<file path="src/rtl/seq_divider_16x8.sv">
// Sequential restoring divider: 16-bit unsigned dividend / 8-bit unsigned divisor,
// one quotient bit per clock MSB first, with a start/busy/done handshake.
module seq_divider_16x8 (
    input  logic        clk,
    input  logic        reset,
    input  logic        start,
    input  logic [15:0] dividend,
    input  logic [7:0]  divisor,
    output logic        busy,
    output logic        done,
    output logic [15:0] quotient,
    output logic [7:0]  remainder,
    output logic        div_zero
);

    localparam int unsigned DVD_W = 16;
    localparam int unsigned DVS_W = 8;
    localparam int unsigned CNT_W = 4;
    localparam logic [CNT_W-1:0] LAST_ITER = CNT_W'(DVD_W - 1);

    typedef enum logic [1:0] {
        ST_IDLE = 2'd0,
        ST_BUSY = 2'd1,
        ST_ZERO = 2'd2,
        ST_DONE = 2'd3
    } state_t;

    state_t             state_q,     state_d;
    logic [CNT_W-1:0]   count_q,     count_d;
    logic [DVS_W-1:0]   dvs_q,       dvs_d;
    logic [DVD_W-1:0]   q_q,         q_d;
    logic [DVS_W-1:0]   rem_q,       rem_d;
    logic               busy_q,      busy_d;
    logic               done_q,      done_d;
    logic [DVD_W-1:0]   quotient_q,  quotient_d;
    logic [DVS_W-1:0]   remainder_q, remainder_d;
    logic               div_zero_q,  div_zero_d;

    // Restoring step: shift next dividend bit into the partial remainder, then trial-subtract at 9 bits
    logic [DVS_W:0]     trial_c;
    logic               fits_c;

    always_comb begin
        trial_c = {rem_q, q_q[DVD_W-1]};
        fits_c  = (trial_c >= {1'b0, dvs_q});
    end

    always_comb begin
        state_d     = state_q;
        count_d     = count_q;
        dvs_d       = dvs_q;
        q_d         = q_q;
        rem_d       = rem_q;
        busy_d      = busy_q;
        done_d      = 1'b0;
        quotient_d  = quotient_q;
        remainder_d = remainder_q;
        div_zero_d  = div_zero_q;

        case (state_q)
            ST_IDLE: begin
                if (start) begin
                    dvs_d   = divisor;
                    q_d     = dividend;
                    rem_d   = '0;
                    count_d = '0;
                    if (divisor == '0) begin
                        state_d = ST_ZERO;
                    end else begin
                        state_d = ST_BUSY;
                        busy_d  = 1'b1;
                    end
                end
            end

            ST_BUSY: begin
                rem_d   = fits_c ? DVS_W'(trial_c - {1'b0, dvs_q}) : trial_c[DVS_W-1:0];
                q_d     = {q_q[DVD_W-2:0], fits_c};
                count_d = CNT_W'(count_q + CNT_W'(1));
                if (count_q == LAST_ITER) begin
                    state_d     = ST_DONE;
                    busy_d      = 1'b0;
                    done_d      = 1'b1;
                    quotient_d  = q_d;
                    remainder_d = rem_d;
                    div_zero_d  = 1'b0;
                end
            end

            // Divide by zero skips iteration; the captured dividend low byte becomes the remainder
            ST_ZERO: begin
                state_d     = ST_DONE;
                done_d      = 1'b1;
                quotient_d  = '1;
                remainder_d = q_q[DVS_W-1:0];
                div_zero_d  = 1'b1;
            end

            ST_DONE: begin
                state_d = ST_IDLE;
            end

            default: begin
                state_d = ST_IDLE;
                busy_d  = 1'b0;
            end
        endcase
    end

    always_ff @(posedge clk) begin
        if (reset) begin
            state_q     <= ST_IDLE;
            count_q     <= '0;
            dvs_q       <= '0;
            q_q         <= '0;
            rem_q       <= '0;
            busy_q      <= 1'b0;
            done_q      <= 1'b0;
            quotient_q  <= '0;
            remainder_q <= '0;
            div_zero_q  <= 1'b0;
        end else begin
            state_q     <= state_d;
            count_q     <= count_d;
            dvs_q       <= dvs_d;
            q_q         <= q_d;
            rem_q       <= rem_d;
            busy_q      <= busy_d;
            done_q      <= done_d;
            quotient_q  <= quotient_d;
            remainder_q <= remainder_d;
            div_zero_q  <= div_zero_d;
        end
    end

    assign busy      = busy_q;
    assign done      = done_q;
    assign quotient  = quotient_q;
    assign remainder = remainder_q;
    assign div_zero  = div_zero_q;

endmodule

</file>
<file path="config.mk">
export PLATFORM = sky130hd
export DESIGN_NAME = seq_divider_16x8
export DESIGN_NICKNAME = d
export VERILOG_FILES = /design/src/rtl/seq_divider_16x8.sv
export SDC_FILE = /design/constraint.sdc
export NUM_CORES = 1
export LEC_CHECK = 0
export ABC_AREA = 0
export CAP_MARGIN = 40
export CORE_UTILIZATION = 53
export DETAILED_ROUTE_END_ITERATION = 10
export MAX_ROUTING_LAYER = met4
export PLACE_DENSITY = 0.92
export REMOVE_ABC_BUFFERS = 1
export SLEW_MARGIN = 20
export SYNTH_ARGS = -nofsm -noshare
export SYNTH_HDL_FRONTEND = slang
export SYNTH_SLANG_ARGS = --single-unit
</file>
<file path="constraint.sdc">
create_clock -name clk -period 2.86 [get_ports clk]
set_clock_uncertainty 0.05 [all_clocks]
set_input_delay 0.572 -clock clk [delete_from_list [all_inputs] [get_ports clk]]
set_output_delay 0.572 -clock clk [all_outputs]
set_load 0.01 [all_outputs]
</file>
==> flow_summary.json <==
{
  "p_per_area_mw_per_mm2": 1122,
  "holdBufCountCts": 0,
  "critPathTopFamily": "compound AO/OA/AOI/OAI gates",
  "drtIter0Drc": 256,
  "fp.dieH_um": 79.53,
  "detail_route.first_pass.iterations": 5,
  "fin_setup_tns_ns": 0,
  "timing.final.crit_share_pct": 84.54,
  "dp_hpwl_mm": 5.631,
  "netlist_instances": 390,
  "rsz0062_at_grt": "false",
  "drc": 0,
  "grt_max_degree": 36,
  "n_antenna_cell": 0,
  "clk_path_buf_depth": 2,
  "initial_core_util_pct": 56.46,
  "cts_tree": "yes",
  "period_minus_slack_ns": 2.418,
  "cts-htree-levels": 3,
  "finalSetupViolations": 0,
  "gp_congestion": 0.9153,
  "cp-end-kind": "flop",
  "path_class": "reg -> reg",
  "synth_ff_type": "dfxtp_1",
  "grt_pass1_wl_mm": 13.14,
  "fp-row-count": 27,
  "hp-class": "reg -> reg",
  "worstMarginPinSlew_ns": 0.7167,
  "synth_area_sq_mm": 0.003186,
  "max_slew_margin_pct": 51.85,
  "synth-seq-area-share_pct": 40.85,
  "io_pins": 54,
  "synth_top_area_share_pct": 40.85,
  "yosysTopAreaCell": "dfxtp_1",
  "cts_setup_buffers": 0,
  "dieArea_sq_mm": 0.006324,
  "slowest_delay_ns": 0.61,
  "cp.arrival_ns": 2.61,
  "cp_max_fo": 14,
  "worstPathCellList": "inv_1 -> ha_1 -> and3_1 -> o21ai_2 -> a211oi_4 -> o22ai_1 -> a311oi_1",
  "routed_wl_mm": 7.810,
  "grt_util_all_layers_pct": 27.33,
  "hold_violations": 0,
  "drv_slew": 0,
  "clock-root-buffer": "clkbuf_8",
  "status": "completed",
  "clk_pin_slew_ns": 0.07,
  "ff_latch_area_sq_mm": 0.001301,
  "core_sq_mm": 0.005642,
  "peakVddDrop_v": 0.0006107,
  "final_antenna_net_count": 0,
  "cts_buffers": 9,
  "vias_per_cell": 6.023,
  "r2r_slack_ns": 0.44,
  "cts.sinks": 65,
  "finalNonFillerCells": 518,
  "cts-resized-gates": 0,
  "worst-path-buf-inv": 1,
  "dp_cells": 502,
  "yosysWarnings": 0,
  "multi_input_area_sq_mm": 0.001733,
  "die_w_um": 79.53,
  "critPathLaunchType": "flop",
  "async_flop_share_pct": 0,
  "avgSynthCellArea_sq_um": 8.168,
  "vias": 3120,
  "synth.ff_latch_count": 65,
  "layout.nets": 482,
  "portBuffers": 53,
  "clkLatencyLatePin_ns": 0.34,
  "cp_data_required_time_ns": 3.05,
  "overflow": 0,
  "cp_slowest_cell": "a211oi_4",
  "fillerInstances": 457,
  "synth_edf_count": 0,
  "synth_cell_types": 50,
  "power.leakage_nw": 1.487,
  "syn2layout_area_growth_pct": 23.53,
  "drive_gt1_share_pct": 7.399,
  "wl_per_cell_um": 15.08,
  "yosys-top-cells-area": "dfxtp_1 (41%), nor3_1 (6.4%), nor2_1 (5.3%)",
  "grt_pass1_vias": 2861,
  "antenna_found_initial": 0,
  "timing.fmax_mhz": 413.6,
  "maxCapViolations": 0
}
## sequential cells by signal, indices dropped and copies added (netlist names)
name       cells
dvs_q          8
rem_q          8
done           1
q_q           16
quotient      16
remainder      8
div_zero       1
state_q        2
count_q        4
busy           1
## layout by cell type, fill, tap and decap left out, types with 10 or more instances in the layout
master and instances:
clkbuf_8 10, a21oi_1 25, nor3_1 41, clkdlybuf4s50_1 52, nor2_1 45, ha_1 13, dfxtp_1 65, nand3_1 11
o22ai_1 17, nand2_1 41, inv_1 14
## cells in the mapped netlist, types with 5 or more instances
library cell	number
a21oi_1	25
buf_2	7
nor2_1	45
and3_1	5
o22ai_1	17
nand2b_1	7
dfxtp_1	65
nand2_1	41
nand3_1	11
clkbuf_1	9
nor3_1	41
a211oi_1	5
or3_1	5
ha_1	13
inv_1	14
o21ai_0	9
o211ai_1	9
## kinds of logic (layout without fill, tap and decap cells)
family          after synthesis  in the layout  synth area share [%]
buf+inv                      35             91                 4.752
simple gates                168            168                 24.31
mux                           4              4                 1.257
xor+xnor                      3              3                0.8250
fa+ha+maj                    14             14                 5.735
compound gates              101            101                 22.27
flops                        65             65                 40.85
## area by class of cell
type	count	share of cell area [%]
Tap cell	72	2.289
Inverter	14	1.335
Timing Repair Buffer	61	14.88
Clock buffer	11	3.593
Sequential cell	65	33.07
Clock inverter	5	0.7949
Multi-Input combinational cell	290	44.04
## metal layers
layer | share of wire (%) | track usage [%]
met5 | 0 | -
met4 | 2.1 | 12.18
met3 | 6.9 | 4.800
met2 | 48 | 44.36
met1 | 43 | 33.10
## final timing paths
path / from / end / cells after the start
worst max-delay path: dvs_q[4]$_SDFFE_PP0P_ / remainder[6]$_SDFFE_PP0P_ / 7
worst min-delay path: dvs_q[6]$_SDFFE_PP0P_ / dvs_q[6]$_SDFFE_PP0P_ / 2
worst max register to register: dvs_q[4]$_SDFFE_PP0P_ / remainder[6]$_SDFFE_PP0P_ / 7
worst min register to register: dvs_q[6]$_SDFFE_PP0P_ / dvs_q[6]$_SDFFE_PP0P_ / 2
## per-stage QoR
step / setup slack, ns / hold slack (ns) / power [mW] / instance area (sq um) / util (%)
2_1_floorplan: 0.3413 / 0.3803 / 2.899 / 3087 / -
3_3_place_gp: 0.5798 / 0.3928 / 3.605 / 3762 / 66.69
3_5_place_dp: 0.5109 / 0.3996 / 3.684 / 3762 / 66.69
4_1_cts: 0.5138 / 0.4092 / 4.379 / 3935 / 69.75
5_1_grt: 0.2615 / 0.4389 / 4.714 / 3935 / 69.75
6_report: 0.4423 / 0.4068 / 4.415 / 3935 / 69.75
## tightest hold or removal path, stage by stage (launching register included)
cell and delay, ns:
dfxtp_1 0.31, nand2_1 0.05, a21oi_1 0.05
## report_power, final
group	internal [mW]	switching, mW
logic	0.942	1.41
clock network	0.335	0.359
registers	1.17	0.197
No activity file was read; power rests on OpenSTA's default activity.
